**config.mk**
```make
export PLATFORM = sky130hd
export DESIGN_NAME = datapath_ctrl_fsm
export DESIGN_NICKNAME = d
export VERILOG_FILES = /design/src/rtl/datapath_ctrl_fsm.sv
export SDC_FILE = /design/constraint.sdc
export NUM_CORES = 1
export LEC_CHECK = 0
export ABC_AREA = 1
export CAP_MARGIN = 15
export CORE_MARGIN = 2
export CORE_UTILIZATION = 43
export DETAILED_ROUTE_END_ITERATION = 12
export GPL_ROUTABILITY_DRIVEN = 0
export PLACE_DENSITY = 0.8
export SYNTH_ARGS = -nofsm -noshare
export SYNTH_HDL_FRONTEND = slang
export SYNTH_SLANG_ARGS = --single-unit
export TNS_END_PERCENT = 100
```
**constraint.sdc**
```tcl
create_clock -name clk -period 3.2 [get_ports clk]
set_input_delay 0.96 -clock clk [delete_from_list [all_inputs] [get_ports clk]]
set_output_delay 0.96 -clock clk [all_outputs]
set_load 0.005 [all_outputs]
```
**src/rtl/datapath_ctrl_fsm.sv**
```systemverilog
// Hard-wired control unit for the single-bus datapath: sequences fetch
// (T0-T2) and execute (T3-T6) of register-to-register ALU instructions.
// Optional mul/div support is enabled by defining DATAPATH_CTRL_MULDIV_EN.
module datapath_ctrl_fsm #(
    parameter int unsigned CNT_W       = 16,
    parameter int unsigned MEM_TIMEOUT = 15
) (
    input  logic             clk,
    input  logic             clr,
    input  logic             run,
    input  logic             mem_ready,
    input  logic [31:0]      ir,
    output logic             PCout,
    output logic             MARin,
    output logic             IncPC,
    output logic             PCin,
    output logic             Read,
    output logic             MDRin,
    output logic             MDRout,
    output logic             IRin,
    output logic             Yin,
    output logic             ZLOin,
    output logic             ZHIin,
    output logic             ZLowout,
    output logic             ZHighout,
    output logic             HIin,
    output logic             LOin,
    output logic             Gra,
    output logic             Grb,
    output logic             Grc,
    output logic             Rin,
    output logic             Rout,
    output logic [4:0]       operation,
    output logic             busy,
    output logic             done,
    output logic             illegal,
    output logic             mem_fault,
    output logic [CNT_W-1:0] instr_count
);

    localparam int unsigned WAIT_W    = 8;
    localparam logic [WAIT_W-1:0] WAIT_LAST = WAIT_W'(MEM_TIMEOUT - 1);

`ifdef DATAPATH_CTRL_MULDIV_EN
    localparam bit MULDIV_EN = 1'b1;
`else
    localparam bit MULDIV_EN = 1'b0;
`endif

    localparam logic [4:0] OP_ADD = 5'b00011;
    localparam logic [4:0] OP_SUB = 5'b00100;
    localparam logic [4:0] OP_SHR = 5'b00101;
    localparam logic [4:0] OP_SHL = 5'b00110;
    localparam logic [4:0] OP_ROR = 5'b00111;
    localparam logic [4:0] OP_ROL = 5'b01000;
    localparam logic [4:0] OP_AND = 5'b01001;
    localparam logic [4:0] OP_OR  = 5'b01010;
    localparam logic [4:0] OP_MUL = 5'b01110;
    localparam logic [4:0] OP_DIV = 5'b01111;
    localparam logic [4:0] OP_NEG = 5'b10000;
    localparam logic [4:0] OP_NOT = 5'b10001;

    typedef enum logic [3:0] {
        S_IDLE,
        S_T0,
        S_T1,
        S_T2,
        S_T3,
        S_T4,
        S_T5,
        S_T6,
        S_FAULT
    } state_t;

    state_t              state;
    logic [WAIT_W-1:0]   wait_cnt;
    logic [4:0]          opcode;
    logic                op_legal;
    logic                op_unary;
    logic                op_muldiv;
    logic [CNT_W-1:0]    count_next;
    logic                unused_ir;

    assign opcode     = ir[31:27];
    assign unused_ir  = ^ir[26:0];
    assign count_next = (&instr_count) ? instr_count : instr_count + CNT_W'(1);
    assign busy       = (state != S_IDLE) && (state != S_FAULT);

    // Opcode classification; mul/div only count when the feature is built in
    always_comb begin
        op_legal  = 1'b0;
        op_unary  = (opcode == OP_NEG) || (opcode == OP_NOT);
        op_muldiv = MULDIV_EN && ((opcode == OP_MUL) || (opcode == OP_DIV));
        case (opcode)
            OP_ADD, OP_SUB, OP_SHR, OP_SHL, OP_ROR, OP_ROL,
            OP_AND, OP_OR, OP_NEG, OP_NOT: op_legal = 1'b1;
            default:                       op_legal = op_muldiv;
        endcase
    end

    // Sequencer: state, memory wait counter, retire and sticky status flags
    always_ff @(posedge clk) begin
        if (!clr) begin
            state       <= S_IDLE;
            wait_cnt    <= '0;
            instr_count <= '0;
            illegal     <= 1'b0;
            mem_fault   <= 1'b0;
            done        <= 1'b0;
        end else begin
            done <= 1'b0;
            case (state)
                S_IDLE: begin
                    if (run) begin
                        state <= S_T0;
                    end
                end
                S_T0: begin
                    state <= S_T1;
                end
                S_T1: begin
                    if (mem_ready) begin
                        state    <= S_T2;
                        wait_cnt <= '0;
                    end else if (wait_cnt == WAIT_LAST) begin
                        state     <= S_FAULT;
                        mem_fault <= 1'b1;
                        wait_cnt  <= '0;
                    end else begin
                        wait_cnt <= wait_cnt + WAIT_W'(1);
                    end
                end
                S_T2: begin
                    state <= S_T3;
                end
                S_T3: begin
                    if (op_legal) begin
                        state <= S_T4;
                    end else begin
                        illegal <= 1'b1;
                        state   <= S_FAULT;
                    end
                end
                S_T4: begin
                    state <= S_T5;
                end
                S_T5: begin
                    if (op_muldiv) begin
                        state <= S_T6;
                    end else begin
                        done        <= 1'b1;
                        instr_count <= count_next;
                        state       <= run ? S_T0 : S_IDLE;
                    end
                end
                S_T6: begin
                    done        <= 1'b1;
                    instr_count <= count_next;
                    state       <= run ? S_T0 : S_IDLE;
                end
                S_FAULT: begin
                    state <= S_FAULT;
                end
                default: begin
                    state <= S_IDLE;
                end
            endcase
        end
    end

    // Moore strobe decode from state and opcode; everything held low while clr is low
    always_comb begin
        PCout     = 1'b0;
        MARin     = 1'b0;
        IncPC     = 1'b0;
        PCin      = 1'b0;
        Read      = 1'b0;
        MDRin     = 1'b0;
        MDRout    = 1'b0;
        IRin      = 1'b0;
        Yin       = 1'b0;
        ZLOin     = 1'b0;
        ZHIin     = 1'b0;
        ZLowout   = 1'b0;
        ZHighout  = 1'b0;
        HIin      = 1'b0;
        LOin      = 1'b0;
        Gra       = 1'b0;
        Grb       = 1'b0;
        Grc       = 1'b0;
        Rin       = 1'b0;
        Rout      = 1'b0;
        operation = 5'd0;
        if (clr) begin
            case (state)
                S_T0: begin
                    PCout = 1'b1;
                    MARin = 1'b1;
                    IncPC = 1'b1;
                    ZLOin = 1'b1;
                end
                S_T1: begin
                    ZLowout = 1'b1;
                    PCin    = 1'b1;
                    Read    = 1'b1;
                    MDRin   = 1'b1;
                end
                S_T2: begin
                    MDRout = 1'b1;
                    IRin   = 1'b1;
                end
                S_T3: begin
                    Grb  = op_legal;
                    Rout = op_legal;
                    Yin  = op_legal;
                end
                S_T4: begin
                    Rout      = 1'b1;
                    ZLOin     = 1'b1;
                    Grb       = op_unary;
                    Grc       = !op_unary;
                    ZHIin     = op_muldiv;
                    operation = opcode;
                end
                S_T5: begin
                    ZLowout = 1'b1;
                    LOin    = op_muldiv;
                    Gra     = !op_muldiv;
                    Rin     = !op_muldiv;
                end
                S_T6: begin
                    ZHighout = MULDIV_EN;
                    HIin     = MULDIV_EN;
                end
                default: begin
                    operation = 5'd0;
                end
            endcase
        end
    end

endmodule
```
==> results of run 1 <==
==> metal layers <==
metal / wire length [um] / share of wire [%] / up-vias
met1: 2163 / 46 / 919
met3: 248 / 5.2 / 13
met4: 105 / 2.2 / 0
met5: 0 / 0 / -
met2: 2221 / 47 / 66
li1: - / - / 1085
==> logic make-up after synthesis <==
group / synth area share [%]
flip-flops: 31.84
XOR/XNOR: 3.145
AO/OA/AOI/OAI: 10.72
adder cells (fa/ha/maj): 1.926
buffers and inverters: 13.16
other: 0.1924
AND/OR/NAND/NOR: 39.02
==> synth_stat cells (4+ instances only) <==
| library cell | count | share of area (%) |
|---|---|---|
| inv_1 | 33 | 6.4 |
| nor2_1 | 44 | 8.5 |
| dfxtp_1 | 31 | 32 |
| nand2_1 | 92 | 18 |
| xor2_1 | 4 | 1.8 |
| nor2_4 | 4 | 2.3 |
| nand4_1 | 7 | 2.2 |
| a21oi_1 | 24 | 6.2 |
| o21ai_0 | 11 | 2.8 |
| clkbuf_1 | 4 | 0.77 |
| buf_4 | 10 | 3.9 |
| nand3_1 | 20 | 5.1 |
==> flip-flops by register name, summed over array words and instances (netlist names) <==
register     cells
done             1
instr_count     16
wait_cnt         8
mem_fault        1
state            4
illegal          1
==> critical path: stages <==
cell             delay, ns
clkdlybuf4s15_2       0.23
inv_1                 0.11
buf_12                0.16
nor2_1                0.16
clkdlybuf4s50_1       0.54
==> where the power goes <==
group | leakage (nW) | internal (W) | switching (W) | total, W
combinational | 0.745 | 0.000140 | 0.000172 | 0.000312
sequential | 0.250 | 0.000406 | 0.0000201 | 0.000426
clock | 0.0612 | 0.000252 | 0.000153 | 0.000405
==> layout make-up <==
type,count,area [sq um]
well taps,52,65.06
clock inverters,2,35.03
flip-flops and latches,31,620.6
multi-input cells,231,1089
repair buffers,61,588.1
inverters,37,141.4
clock buffers,6,82.58
fillers,414,1733
==> what timing repair did <==
item	CTS	global route
setup endpoints to repair	21	5
gates resized for setup	9	7
gates cloned	0	0
pin swaps	0	2
setup buffers	0	0
==> metrics by stage <==
stage,instances,util (%)
finish,420,60.20
global route,420,60.20
global placement,412,57.50
floorplan,316,-
detailed placement,412,57.50
CTS,420,60.23
==> worst max path at each step <==
| stage | endpoint | slack [ns] | depth (start not counted) |
|---|---|---|---|
| 2_1_floorplan | MARin | 0.24 | 5 |
| 3_3_place_gp | Rout | -0.31 | 8 |
| 3_5_place_dp | IncPC | -0.36 | 4 |
| 4_1_cts | Rout | 0.007 | 8 |
| 5_1_grt | MDRin | 0.001 | 5 |
| 6_report | MDRin | 0.07 | 5 |
==> results_dict.tcl, run 1 <==
set metrics [dict create \
    outcome "complete, no violations" \
    synth.ff_latch_count 31 \
    power_density_nw_per_um2 435.8 \
    rows 24 \
    p_total_w 0.001142 \
    vias_per_cell 4.960 \
    min_to "illegal" \
    grt_pass1_vias 1868 \
    drcViolationCount 0 \
    mappedNetlistArea_sq_um 1949 \
    nets 406 \
    synthesis.instances 313 \
    mostFrequentLayoutCells "nand2_1 (92), nor2_1 (44), clkdlybuf4s50_1 (42)" \
    max_freq_mhz 319.9 \
    finalHoldViolCount 0 \
    antenna_cells 0 \
    rsz0062_at_grt "no" \
    post_drt_wl_per_cell_um 11.28 \
    synth-edff-count 0 \
    cts_buffers 5 \
    dieArea_sq_um 5088 \
    grt.total_usage_pct 19.36 \
    use_met2_pct 33.02 \
    grt_max_degree 19 \
    hold_ws_ns 0.4611 \
    p_leak_nw 1.056 \
    final_max_slew_viol_count 0 \
    holdPathStages 2 \
    grt_antenna_before_repair 0 \
    numClockSinks 31 \
    h-tree-depth 2 \
    port_buffers 49 \
    vias 2083 \
    yosysSeqAreaShare_pct 31.84 \
    cp-startpoint "clr" \
    fp.dieW_um 71.33 \
    area_growth_pct 34.47 \
    ys.flop_type "dfxtp_1" \
    grt_use_met3_pct 3.938 \
    hp-class "reg2reg" \
    peakVddDrop_v 0.0003694 \
    grt_pass1_wl_um 7983 \
    min_from "illegal" \
    setup_viol 0 \
    setup_tns_ns 0 \
    routed_wl_um 4738 \
    r2r-end "wait_cnt[7]" \
    crit_fanout 15 \
    drtIter0Drc 187 \
    cts_tree "done" \
    holdBufCountCts 0 \
    place_ws_ns -0.3566 \
    placed_area_sq_um 2504 \
    finalWorstSetupSlack_ns 0.07407 \
    syn_avg_cell_area_sq_um 6.228 \
    cp_data_required_time_ns 2.24 \
    critPathKind "in2out" \
    dr.pass1.iters 4 \
    ant_nets 0 \
    start_util_pct 44.77 \
    final_common_cell "nand2_1" \
    critPathLaunchType "primary input" \
    clockRootBuffer "clkbuf_8" \
    r2r_cells 9 \
    fin_worst_skew_ns 0.008028 \
    cap_violations 0 \
    ys.warnings.count 0 \
    insertion_delay_ns 0.29 \
    worst_setup_path_end_kind "output port" \
    min_period_ns 3.126 \
    r2r-start "state[3]" \
    hpwl_um 3510 \
    worstPathArrival_ns 2.17 \
    clk_pin_slew_ns 0.07 \
    period_share_pct 97.69 \
    design_area_sq_um 2621 \
    grt_overflow 0 \
    synth-async-reset-ratio_pct 0 \
    worst-r2r-setup-slack_ns 1.44 \
    grt.busiest_layer "met2" \
    ios 81 \
    coreArea_sq_um 4354 \
    die-height_um 71.33 \
    synthDistinctLibCells 27 \
    cts_max_path_buffers 2 \
    gr-usage-met1_pct 23.32 \
    drive_gt1_share_pct 10.60 \
]
(Power assumes the default switching activity.)
==> inputs of run 2 (changes only) <==
--- a/config.mk
+++ b/config.mk
@@ -11,6 +11,7 @@
 export CORE_UTILIZATION = 43
 export DETAILED_ROUTE_END_ITERATION = 12
 export GPL_ROUTABILITY_DRIVEN = 0
+export GPL_TIMING_DRIVEN = 0
 export PLACE_DENSITY = 0.8
 export SYNTH_ARGS = -nofsm -noshare
 export SYNTH_HDL_FRONTEND = slang
==> run 2 against run 1 <==
Net effect:
- clock power up 1%
- global-route usage rose by 1.5 points
- sequential power about the same
- die area stayed put
- combinational power rose by 11%
- hold slack got worse by 0.0045 ns
- via count increased by 2.9%
- utilization is 1.6 points higher
- critical path type unchanged
- critical endpoint is now Rin
- largest power group unchanged
- highest routed layer unchanged
==> results_dict.tcl, run 2 (synthesis results as in run 1) <==
set metrics [dict create \
    grt_overflow 0 \
    area_growth_pct 38.00 \
    coreArea_sq_um 4354 \
    port_buffers 48 \
    crit_top_cell "buf_4" \
    finalHoldViolCount 0 \
    crit_fanout 10 \
    vias_per_cell 5.031 \
    drcViolationCount 0 \
    p_clk_share_pct 34.6 \
    fin_cells 426 \
    cap_violations 0 \
    rows 24 \
    crit_cells 6 \
    clockRootBuffer "clkbuf_8" \
    route.met3.wl_um 284 \
    final_common_cell "nand2_1" \
    period_share_pct 97.40 \
    p_leak_nw 1.081 \
    mostFrequentLayoutCells "nand2_1 (89), clkdlybuf4s50_1 (42), nor2_1 (41)" \
    swShare_pct 30.77 \
    min_period_ns 3.117 \
    grt_max_degree 11 \
    holdPathStages 2 \
    clk_pin_slew_ns 0.07 \
    hpwl_um 3678 \
    fin_worst_skew_ns 0.008255 \
    ios 81 \
    peakVddDrop_v 0.0003072 \
    setup_viol 0 \
    hp-class "reg2reg" \
    dieArea_sq_um 5088 \
    die-height_um 71.33 \
    grt.total_usage_pct 20.85 \
    r2r_cells 9 \
    p_switching_w 0.0003638 \
    dr.pass1.iters 4 \
    grt_antenna_before_repair 0 \
    p_int_w 0.0008187 \
    worst_setup_path_end_kind "output port" \
    regMostFlops "instr_count" \
    final_max_slew_viol_count 0 \
    worst-r2r-setup-slack_ns 1.40 \
    setup_tns_ns 0 \
    hold_ws_ns 0.4566 \
    dp_cells 416 \
    p_total_w 0.001183 \
    placed_area_sq_um 2506 \
    drt-met1-wl_um 2252 \
    post_drt_wl_per_cell_um 12.25 \
    cts_max_path_buffers 2 \
    top_layer_used "met4" \
    outcome "complete, no violations" \
    worstPathArrival_ns 2.16 \
    min_from "illegal" \
    critPathTopFamily "buffers and inverters" \
    largest_reg_flops 16 \
    grt_pass1_vias 1984 \
    drtIter0Drc 183 \
    fp.dieW_um 71.33 \
    power_density_nw_per_um2 439.6 \
    pwr-share-seq_pct 36.2 \
    slowest_delay_ns 0.49 \
    r2r-start "instr_count[0]" \
    cts_buffers 5 \
    vias 2143 \
    crit_buf_inv 5 \
    nets 412 \
    grt_pass1_wl_um 8590 \
    critPathLaunchType "primary input" \
    r2r-end "instr_count[11]" \
    cts_tree "done" \
    start_util_pct 44.77 \
    holdBufCountCts 0 \
    design_area_sq_um 2690 \
    combPwrFrac_pct 29.3 \
    dr_wl_met2_um 2630 \
    ant_nets 0 \
    reg_top3 "instr_count: 16 flops, wait_cnt: 8 flops, state: 4 flops" \
    critPathSlowestCell "clkdlybuf4s50_1" \
    antenna_cells 0 \
    critPathKind "in2out" \
    numClockSinks 31 \
    routed_wl_um 5218 \
    max_freq_mhz 320.9 \
    crit_chain "buf_4, inv_2, clkbuf_4, nor2_2, buf_4, clkdlybuf4s50_1" \
    drive_gt1_share_pct 14.71 \
    min_to "illegal" \
    h-tree-depth 2 \
    insertion_delay_ns 0.29 \
    cp_data_required_time_ns 2.24 \
]
-- run 2: cell count changes in the layout (fill, tap and decap cells not counted), sizes merged --
cell | previous run | this run
buf | 12 | 17
clkbuf | 8 | 11
clkdlybuf4s15 | 2 | 0
-- run 2: per-layer routing --
layer,up-vias,global-route usage [%]
met5,-,0
met4,0,6.709
met3,7,5.626
met2,58,37.04
met1,982,24.26
li1,1096,-
-- run 2: worst max path at each step --
stage / startpoint / end / slack [ns]
6_report: clr / Rin / 0.08
5_1_grt: clr / Rin / -0.01
4_1_cts: ir[28] / Grb / 0.005
3_5_place_dp: clr / MARin / -0.58
3_3_place_gp: clr / PCout / -0.56
2_1_floorplan: clr / MARin / 0.24
-- run 2: what timing repair did --
action / 4_1_cts / 5_1_grt
endpoints found under the setup margin: 21 / 9
setup buffers: 2 / 0
pin swaps: 2 / 5
resized for setup: 19 / 17
endpoints found under the hold margin: 0 / 0
-- run 2: area by class of cell --
class                           count  area, sq um
Multi-Input combinational cell    231         1129
Buffer                             17        132.6
Tap cell                           52        65.06
Timing Repair Buffer               50        484.2
Inverter                           37        141.4
Fill cell                         402         1664
Clock inverter                      2        35.03
Clock buffer                        6        82.58
Sequential cell                    31        620.6
-- run 2: tightest hold or removal path, delay by kind of cell, from the launching register on --
kind	cells	cell delay (ns)
flip-flops	1	0.31
buffers and inverters	1	0.05
AO/OA/AOI/OAI	1	0.05
-- run 2: per-stage QoR --
stage | setup WS, ns | util [%]
3_3_place_gp | -0.5639 | 57.56
6_report | 0.08334 | 61.78
4_1_cts | 0.005069 | 61.32
2_1_floorplan | 0.2394 | -
3_5_place_dp | -0.5829 | 57.56
5_1_grt | -0.01005 | 61.78
-- run 2: power groups by stage --
stage	combinational, W	sequential, W	clock (W)
floorplan	0.000193	0.000430	0
global placement	0.000315	0.000433	0
detailed placement	0.000318	0.000433	0
CTS	0.000335	0.000426	0.000413
global route	0.000379	0.000431	0.000432
finish	0.000346	0.000428	0.000409
==> inputs of run 3 (changes only) <==
--- a/config.mk
+++ b/config.mk
@@ -7,12 +7,15 @@
 export LEC_CHECK = 0
 export ABC_AREA = 1
 export CAP_MARGIN = 15
+export CELL_PAD_IN_SITES_DETAIL_PLACEMENT = 0
+export CELL_PAD_IN_SITES_GLOBAL_PLACEMENT = 2
+export CORE_ASPECT_RATIO = 1.25
 export CORE_MARGIN = 2
-export CORE_UTILIZATION = 43
+export CORE_UTILIZATION = 19
 export DETAILED_ROUTE_END_ITERATION = 12
 export GPL_ROUTABILITY_DRIVEN = 0
 export GPL_TIMING_DRIVEN = 0
-export PLACE_DENSITY = 0.8
+export PLACE_DENSITY_LB_ADDON = 0.1
 export SYNTH_ARGS = -nofsm -noshare
 export SYNTH_HDL_FRONTEND = slang
 export SYNTH_SLANG_ARGS = --single-unit
==> constraint.sdc (replaced) <==
create_clock -name clk -period 2.82 [get_ports clk]
set_input_delay 0.846 -clock clk [delete_from_list [all_inputs] [get_ports clk]]
set_output_delay 0.846 -clock clk [all_outputs]
set_load 0.005 [all_outputs]
==> run 3 against run 2 <==
Net effect:
- power increased by 30%
- die area grew 120%
- sequential power is 14% higher
- cell area is 8.2% higher
- critical path depth unchanged
- via count down 4.0%
- sequential cell count is the same
- largest cell class unchanged
- largest power group is now clock
- highest routed layer unchanged
==> results_dict.tcl, run 3 (synthesis results as in run 1) <==
set metrics [dict create \
    outcome "complete, no violations" \
    slowest_delay_ns 0.49 \
    max_freq_mhz 365.1 \
    fillerInstances 1161 \
    peakVddDrop_v 0.0002478 \
    dieArea_sq_um 11090 \
    tightestPinTransition_ns 0.7217 \
    dr.pass1.iters 4 \
    clk_pin_slew_ns 0.05 \
    cp-startpoint "clr" \
    period_share_pct 97.12 \
    reg_top3 "instr_count: 16 flops, wait_cnt: 8 flops, state: 4 flops" \
    grt.total_usage_pct 11.93 \
    min_period_ns 2.739 \
    die-height_um 117.2 \
    post_drt_wl_per_cell_um 12.39 \
    cts_max_path_buffers 2 \
    rsz0062_at_grt "no" \
    grt_overflow 0 \
    ios 81 \
    cts_buffers 5 \
    crit_chain "clkbuf_16, inv_4, buf_8, nor2_4, buf_4, clkdlybuf4s50_1" \
    h-tree-depth 2 \
    holdPathStages 2 \
    fin_worst_skew_ns 0.002792 \
    vias_per_cell 4.067 \
    rows 41 \
    critPathLaunchType "primary input" \
    worst-r2r-setup-slack_ns 0.99 \
    fp.dieW_um 94.60 \
    numClockSinks 31 \
    drcViolationCount 0 \
    cap_violations 0 \
    hpwl_um 4758 \
    grt_pass1_vias 1987 \
    drive_gt1_share_pct 16.45 \
    power_density_nw_per_um2 529.2 \
    ant_nets 0 \
    nets 415 \
    mostFrequentLayoutCells "nand2_1 (90), nor2_1 (39), clkdlybuf4s50_1 (36)" \
    crit_end "Rin" \
    drtIter0Drc 30 \
    fin_util_pct 28.96 \
    area_growth_pct 49.36 \
    finalHoldViolCount 0 \
    grt_antenna_before_repair 0 \
    grt_pass1_wl_um 10070 \
    antenna_cells 0 \
    relSlewSlack_pct 51.89 \
    coreArea_sq_um 10050 \
    critPathKind "in2out" \
    holdBufCountCts 0 \
    final_max_slew_viol_count 0 \
    r2r-start "instr_count[0]" \
    port_buffers 48 \
    final_common_cell "nand2_1" \
    worstPathArrival_ns 1.89 \
    p_leak_nw 1.143 \
    hold_ws_ns 0.4571 \
    clockRootBuffer "clkbuf_16" \
    insertion_delay_ns 0.28 \
    r2r_cells 9 \
    cts_tree "done" \
    cp_data_required_time_ns 1.97 \
    routed_wl_um 6268 \
    setup_viol 0 \
    start_util_pct 19.39 \
    crit_fanout 10 \
    hp-class "reg2reg" \
    worst_setup_path_end_kind "output port" \
    critPathSlowestCell "clkdlybuf4s50_1" \
    grt_max_degree 11 \
    p_total_w 0.001541 \
    regMostFlops "instr_count" \
    vias 2058 \
    r2r-end "instr_count[11]" \
    largest_reg_flops 16 \
]
run 3: cell count changes in the layout (fill, tap and decap cells not counted), sizes merged:
cell           delta
dlygate4sd2       +7
clkdlybuf4s50     -6
buf               +5
clkbuf            -2
dlymetal6s2s      -1
run 3: layout make-up:
class                      instances  area [sq um]  share of cell area (%)
sequential                        31         621.8                   21.36
buffer                            17         171.4                   5.887
tap                              129         161.4                   5.544
inverter                          37         143.9                   4.942
clock buffer                       6         138.9                   4.770
clock inverter                     2         35.03                   1.203
multi-input combinational        231          1137                   39.06
timing repair buffer              53         501.7                   17.23
run 3: worst max-delay path: cells and delay by family:
kind | cells | cell delay [ns]
buffers and inverters | 5 | 0.93
AND/OR/NAND/NOR | 1 | 0.11
run 3: repair_timing:
action,4_1_cts,5_1_grt
gates cloned,0,0
setup endpoints to repair,21,10
gates resized for setup,42,12
pin swaps,5,1
buffers inserted,5,0
run 3: how the worst min path moves through the flow:
stage          startpoint      end
2_1_floorplan     illegal  illegal
3_3_place_gp      illegal  illegal
3_5_place_dp      illegal  illegal
4_1_cts           illegal  illegal
5_1_grt           illegal  illegal
6_report          illegal  illegal
run 3: metal layers:
metal	vias to the layer above	global-route usage, %	share of wire (%)
li1	1101	-	-
met1	919	12.87	41
met2	31	23.10	54
met3	7	2.433	3.4
met4	0	3.768	1.4
met5	-	0	0
run 3: report_power, final:
group          switching [W]  internal (W)  total, W
clock               0.000206      0.000439  0.000645
combinational       0.000216      0.000192  0.000409
sequential         0.0000249      0.000462  0.000487
total               0.000447       0.00109   0.00154
run 3: through the flow:
step | instances | cell area, sq um | setup slack, ns | TNS (ns)
after floorplan | 316 | 1961 | 0.08743 | 0
after global placement | 493 | 2603 | -0.9305 | -12.86
after detailed placement | 493 | 2603 | -0.9227 | -12.06
after CTS | 506 | 2887 | 0.01012 | 0
after global routing | 506 | 2912 | 0.001521 | 0
final | 506 | 2912 | 0.08123 | 0
